<file path="src/rtl/pipelined_shifter.sv">
// Pipelined XLEN-bit funnel shifter with valid/ready handshake, tag passthrough and flush.
// Define SHIFTER_ROTATE_EN to enable ROL/ROR (ops 100/101); otherwise those ops pass in_a through.
module pipelined_shifter #(
  parameter int XLEN   = 32,
  parameter int STAGES = 2,
  parameter int TAG_W  = 5
) (
  input  logic                    clk,
  input  logic                    rst_n,
  input  logic                    flush,
  input  logic                    in_valid,
  output logic                    in_ready,
  input  logic [XLEN-1:0]         in_a,
  input  logic [$clog2(XLEN)-1:0] in_shamt,
  input  logic [2:0]              in_op,
  input  logic [TAG_W-1:0]        in_tag,
  output logic                    out_valid,
  input  logic                    out_ready,
  output logic [XLEN-1:0]         out_y,
  output logic [TAG_W-1:0]        out_tag
);
  localparam int L  = $clog2(XLEN);
  localparam int G  = (L + STAGES - 1) / STAGES;
  localparam int FW = 2 * XLEN;

  logic [FW-1:0] w_f0;
  logic [L-1:0]  w_amt0;
  logic          w_adv;
  logic          w_accept;

  // The op is fully resolved here into funnel contents plus a right-shift amount.
  // Left ops pre-shift the funnel right by one so that ~shamt gives a total of XLEN-shamt.
  always_comb begin
    w_f0   = {{XLEN{1'b0}}, in_a};
    w_amt0 = '0;
    case (in_op)
      3'b000: begin
        w_f0   = {1'b0, in_a, {(XLEN-1){1'b0}}};
        w_amt0 = ~in_shamt;
      end
      3'b001: w_amt0 = in_shamt;
      3'b011: begin
        w_f0   = {{XLEN{in_a[XLEN-1]}}, in_a};
        w_amt0 = in_shamt;
      end
`ifdef SHIFTER_ROTATE_EN
      3'b100: begin
        w_f0   = {1'b0, in_a, in_a[XLEN-1:1]};
        w_amt0 = ~in_shamt;
      end
      3'b101: begin
        w_f0   = {in_a, in_a};
        w_amt0 = in_shamt;
      end
`endif
      default: w_amt0 = '0;
    endcase
  end

  assign w_adv    = ~out_valid | out_ready;
  assign in_ready = w_adv & ~flush;
  assign w_accept = in_valid & in_ready;

  for (genvar gs = 0; gs < STAGES; gs++) begin : g_stage
    logic [FW-1:0]    w_chain [G+1];
    logic [L-1:0]     w_amt_in;
    logic             w_valid_in;
    logic [TAG_W-1:0] w_tag_in;
    logic             w_unused_amt;
    logic [FW-1:0]    r_data;
    logic [L-1:0]     r_amt;
    logic [TAG_W-1:0] r_tag;
    logic             r_valid;

    if (gs == 0) begin : g_first
      assign w_chain[0] = w_f0;
      assign w_amt_in   = w_amt0;
      assign w_valid_in = w_accept;
      assign w_tag_in   = in_tag;
    end else begin : g_next
      assign w_chain[0] = g_stage[gs-1].r_data;
      assign w_amt_in   = g_stage[gs-1].r_amt;
      assign w_valid_in = g_stage[gs-1].r_valid;
      assign w_tag_in   = g_stage[gs-1].r_tag;
    end

    // Global level index J runs MSB-first; trailing slots past the last level are wires.
    for (genvar gk = 0; gk < G; gk++) begin : g_level
      localparam int J = gs * G + gk;
      if (J < L) begin : g_mux
        localparam int B = L - 1 - J;
        assign w_chain[gk+1] = w_amt_in[B] ? (w_chain[gk] >> (2**B)) : w_chain[gk];
      end else begin : g_thru
        assign w_chain[gk+1] = w_chain[gk];
      end
    end

    assign w_unused_amt = ^w_amt_in;

    always_ff @(posedge clk or negedge rst_n) begin
      if (!rst_n) begin
        r_valid <= 1'b0;
        r_data  <= '0;
        r_amt   <= '0;
        r_tag   <= '0;
      end else begin
        if (flush) begin
          r_valid <= 1'b0;
        end else if (w_adv) begin
          r_valid <= w_valid_in;
        end
        if (w_adv) begin
          r_data <= w_chain[G];
          r_amt  <= w_amt_in;
          r_tag  <= w_tag_in;
        end
      end
    end
  end

  assign out_valid = g_stage[STAGES-1].r_valid;
  assign out_y     = g_stage[STAGES-1].r_data[XLEN-1:0];
  assign out_tag   = g_stage[STAGES-1].r_tag;

  logic w_unused;
  assign w_unused = ^{g_stage[STAGES-1].r_data[FW-1:XLEN], g_stage[STAGES-1].r_amt};
endmodule
</file>
<file path="config.mk">
export PLATFORM = sky130hd
export DESIGN_NAME = pipelined_shifter
export DESIGN_NICKNAME = d
export VERILOG_FILES = /design/src/rtl/pipelined_shifter.sv
export SDC_FILE = /design/constraint.sdc
export NUM_CORES = 1
export LEC_CHECK = 0
export BUFFER_PORTS_ARGS = -buffer_cell sky130_fd_sc_hd__buf_2
export CORE_MARGIN = 4
export CORE_UTILIZATION = 60
export DETAILED_ROUTE_END_ITERATION = 10
export PLACE_DENSITY = 0.9
export SLEW_MARGIN = 25
export SYNTH_ARGS = -nofsm -noshare
export SYNTH_HDL_FRONTEND = slang
export SYNTH_SLANG_ARGS = --single-unit
</file>
<file path="constraint.sdc">
create_clock -name clk -period 3 [get_ports clk]
set_input_delay 0.15 -clock clk [delete_from_list [all_inputs] [get_ports clk]]
set_output_delay 0.15 -clock clk [all_outputs]
set_load 0.005 [all_outputs]
</file>
==> results by group <==
Outcome
  – Outcome: finished with violations
  – Failing checks: negative hold slack

Floorplan
  – Total core area: 9330 um2
  – Rows: 35
  – Starting Density: 0.624
  – Die area: 11,300 um2
  – IO Count: 89
  – Die X: 106 um
  – Die height: 106 um

Route
  – Pre-Repair DR Iteration Count: 6
  – Wirelength, routed: 21,800 um
  – Remaining antenna violation count after routing: 0
  – Via count: 6,290
  – DRC: 0
  – Vias per inst: 7.02
  – Routed wire per std cell: 24.3 um
  – Drt initial violations: 695

Timing
  – Final count of hold timing violations: 1
  – Highest clock rate: 461 MHz
  – Fin Clk Skew: 0.0119 ns
  – Fin Hold WS: -0.00100 ns
  – Relative slew slack: 0.412
  – RSZ-0062 raised after global routing: false
  – Fin crit share: 0.722
  – Max Slew Vio Count: 0
  – Setup TNS: 0 ns
  – Final setup vio count: 0
  – Min Tclk post-route: 2.17 ns
  – Worst slew pin tran: 0.881 ns

Critical path
  – CP Data Arrival Time: 2.42 ns
  – Element type at the critical path end: register
  – Worst EP required: 3.25 ns
  – Crit path max fanout: 20
  – Critical Path Start Type: register
  – Crit path kind: register to register

CTS
  – Clk pin slew, worst setup/hold paths: 0.08 ns
  – CTS tree: yes
  – Clk Latency, worst-skew pair: 0.37 ns
  – Num CTS Buffers: 9
  – Post-cts resize count: 0
  – Htree depth: 3
  – Clk sink count: 81
  – Root buf cell: clkbuf_8
  – CTS Buffer Depth: 2

Placement
  – GPL Wtd Cong: 1.08
  – Post-DP HPWL: 15,000 um
  – Port-buffer cells: 88
  – Placed insts: 878
  – Post-DP Area: 6270 um2

Power
  – Pwr/cell area: 501 nW/um2
  – Static leakage: 2.91 nW
  – Maximum vdd drop: 282 uV

GRT
  – Vias in the first global route: 6,084
  – GRT Util Overall: 0.384
  – First-pass GRT wire length: 34,000 um
  – Initial antenna violation count: 0
  – GRT Residual Overflow: 0
  – Pin count of the biggest net entering global routing: 82

Finish
  – Filler cell count: 713
  – Ant diodes: 0
  – Layout area overhead: 11.9%
  – Nets: 813
  – Share of layout cells above drive strength 1: 0.188
  – Commonest cells after routing, fill and taps aside: nor2_1, nand2_1, buf_2
  – Final non-filler cell total: 896
  – Final Cell Area: 6510 um2
  – Commonest non-fill, non-tap cell in the layout: nor2_1

Synthesis
  – Cell variety after synth: 71
  – EDFF count, synth: 0
  – Total nets after synthesis: 754
  – Mean post-synth cell area: 8.26 um2
  – Cells after Synth: 704
  – Seq/Total Area, Yosys: 0.348
  – Asr flop ratio synth: 1.00
  – Synth Register Bits: 81
  – Main synth FF type: dfrtp_1
  – Area of the mapped netlist: 5820 um2
  – Syn. warnings: 0

Worst hold path
  – HP Class: input port to register

Run
  – Max_cap viols: 0
==> worst max-delay path, cell delays in order (launching register included) <==
cell and delay [ns]:
dfrtp_1 0.93, buf_12 0.27, mux2i_1 0.38, mux2i_1 0.22, nor2_1 0.18, nor2_1 0.06
==> area by class of cell <==
cell class	count	area (um2)	share of cell area
Clock buffer	11	151	0.0233
Clock inverter	4	51.3	0.00788
Inverter	8	30.0	0.00461
Multi-Input combinational cell	556	3480	0.535
Sequential cell	81	2030	0.311
Tap cell	129	161	0.0248
Timing Repair Buffer	107	609	0.0936
==> flip-flops by register name, summed over array words and instances, names as in the netlist <==
signal           cells
g_stage.r_tag        5
g_stage.r_data      67
out_valid            1
g_stage.r_amt        2
g_stage.r_valid      1
out_tag              5
==> routing by layer <==
layer  GRT usage  part of all wire
met1       0.499              0.38
met2       0.610              0.45
met3      0.0923              0.11
met4       0.168             0.053
met5           0                 0
==> metrics by stage <==
| step | power [mW] | utilization | hold slack [ns] | worst slack (ns) |
|---|---|---|---|---|
| final | 3.26 | 0.698 | -0.00100 | 0.833 |
| after global routing | 3.37 | 0.698 | 0.00966 | 0.742 |
| after CTS | 3.17 | 0.698 | 0.00983 | 0.966 |
| after detailed placement | 2.36 | 0.673 | 0.340 | 0.581 |
| after global placement | 2.30 | 0.673 | 0.327 | 0.641 |
| after floorplan | 1.96 | - | -0.146 | 1.18 |
==> cells in the mapped netlist (all sizes together) (3+ instances only) <==
cell     number  area share
o211ai        6      0.0077
a21oi        43       0.037
and3          6      0.0065
o21ai        47       0.040
mux2i        80        0.14
o221a         3      0.0058
nand3         7      0.0060
o31ai         5      0.0065
nor2        115       0.075
a31oi         7      0.0075
o32ai         9       0.016
a21o          6      0.0077
nor3         10      0.0086
a32oi         4      0.0060
nor2b         6      0.0065
o21a          3      0.0039
mux2          6       0.012
dfrtp        81        0.35
a221oi        9       0.015
a2bb2oi       3      0.0045
a211oi        7      0.0099
a22o          4      0.0060
inv           7      0.0045
or3           4      0.0052
o22ai         9      0.0097
nand2        96       0.062
buf          39       0.037
clkbuf       20       0.013
o221ai       10       0.015
o2bb2ai       4      0.0060
nand2b        8      0.0086
a22oi         4      0.0052
==> cells by family after synthesis <==
| logic type | share of synthesized area |
|---|---|
| compound gates | 0.234 |
| mux | 0.158 |
| simple gates | 0.205 |
| flops | 0.348 |
| buf+inv | 0.0548 |
==> final timing paths <==
| check | from | slack, ns | endpoint | cells after the start |
|---|---|---|---|---|
| worst max-delay path | g_stage[0].r_amt[0] | 0.83 | g_stage[1].r_data[29] | 5 |
| worst min-delay path | in_tag[0] | -0.001 | g_stage[0].r_tag[0] | 3 |
| worst max register to register | g_stage[0].r_amt[0] | 0.83 | g_stage[1].r_data[29] | 5 |
| worst min register to register | g_stage[0].r_data[0] | 0.49 | g_stage[0].r_data[0] | 2 |
| max in group asynchronous | rst_n | 2.09 | out_tag[2] | 2 |
| min in group asynchronous | rst_n | 0.40 | g_stage[0].r_data[13] | 2 |
==> where the power goes <==
group	internal, mW	switching, mW	leakage, nW	total, mW
clock network	0.427	0.399	0.102	0.826
registers	1.27	0.159	0.967	1.43
logic	0.385	0.619	1.85	1.00
==> what timing repair did <==
item | 4_1_cts | 5_1_grt
buffers inserted | 0 | 0
hold endpoints to repair | 84 | 0
hold buffers | 3 | 0
No activity file was read; power rests on OpenSTA's default activity.
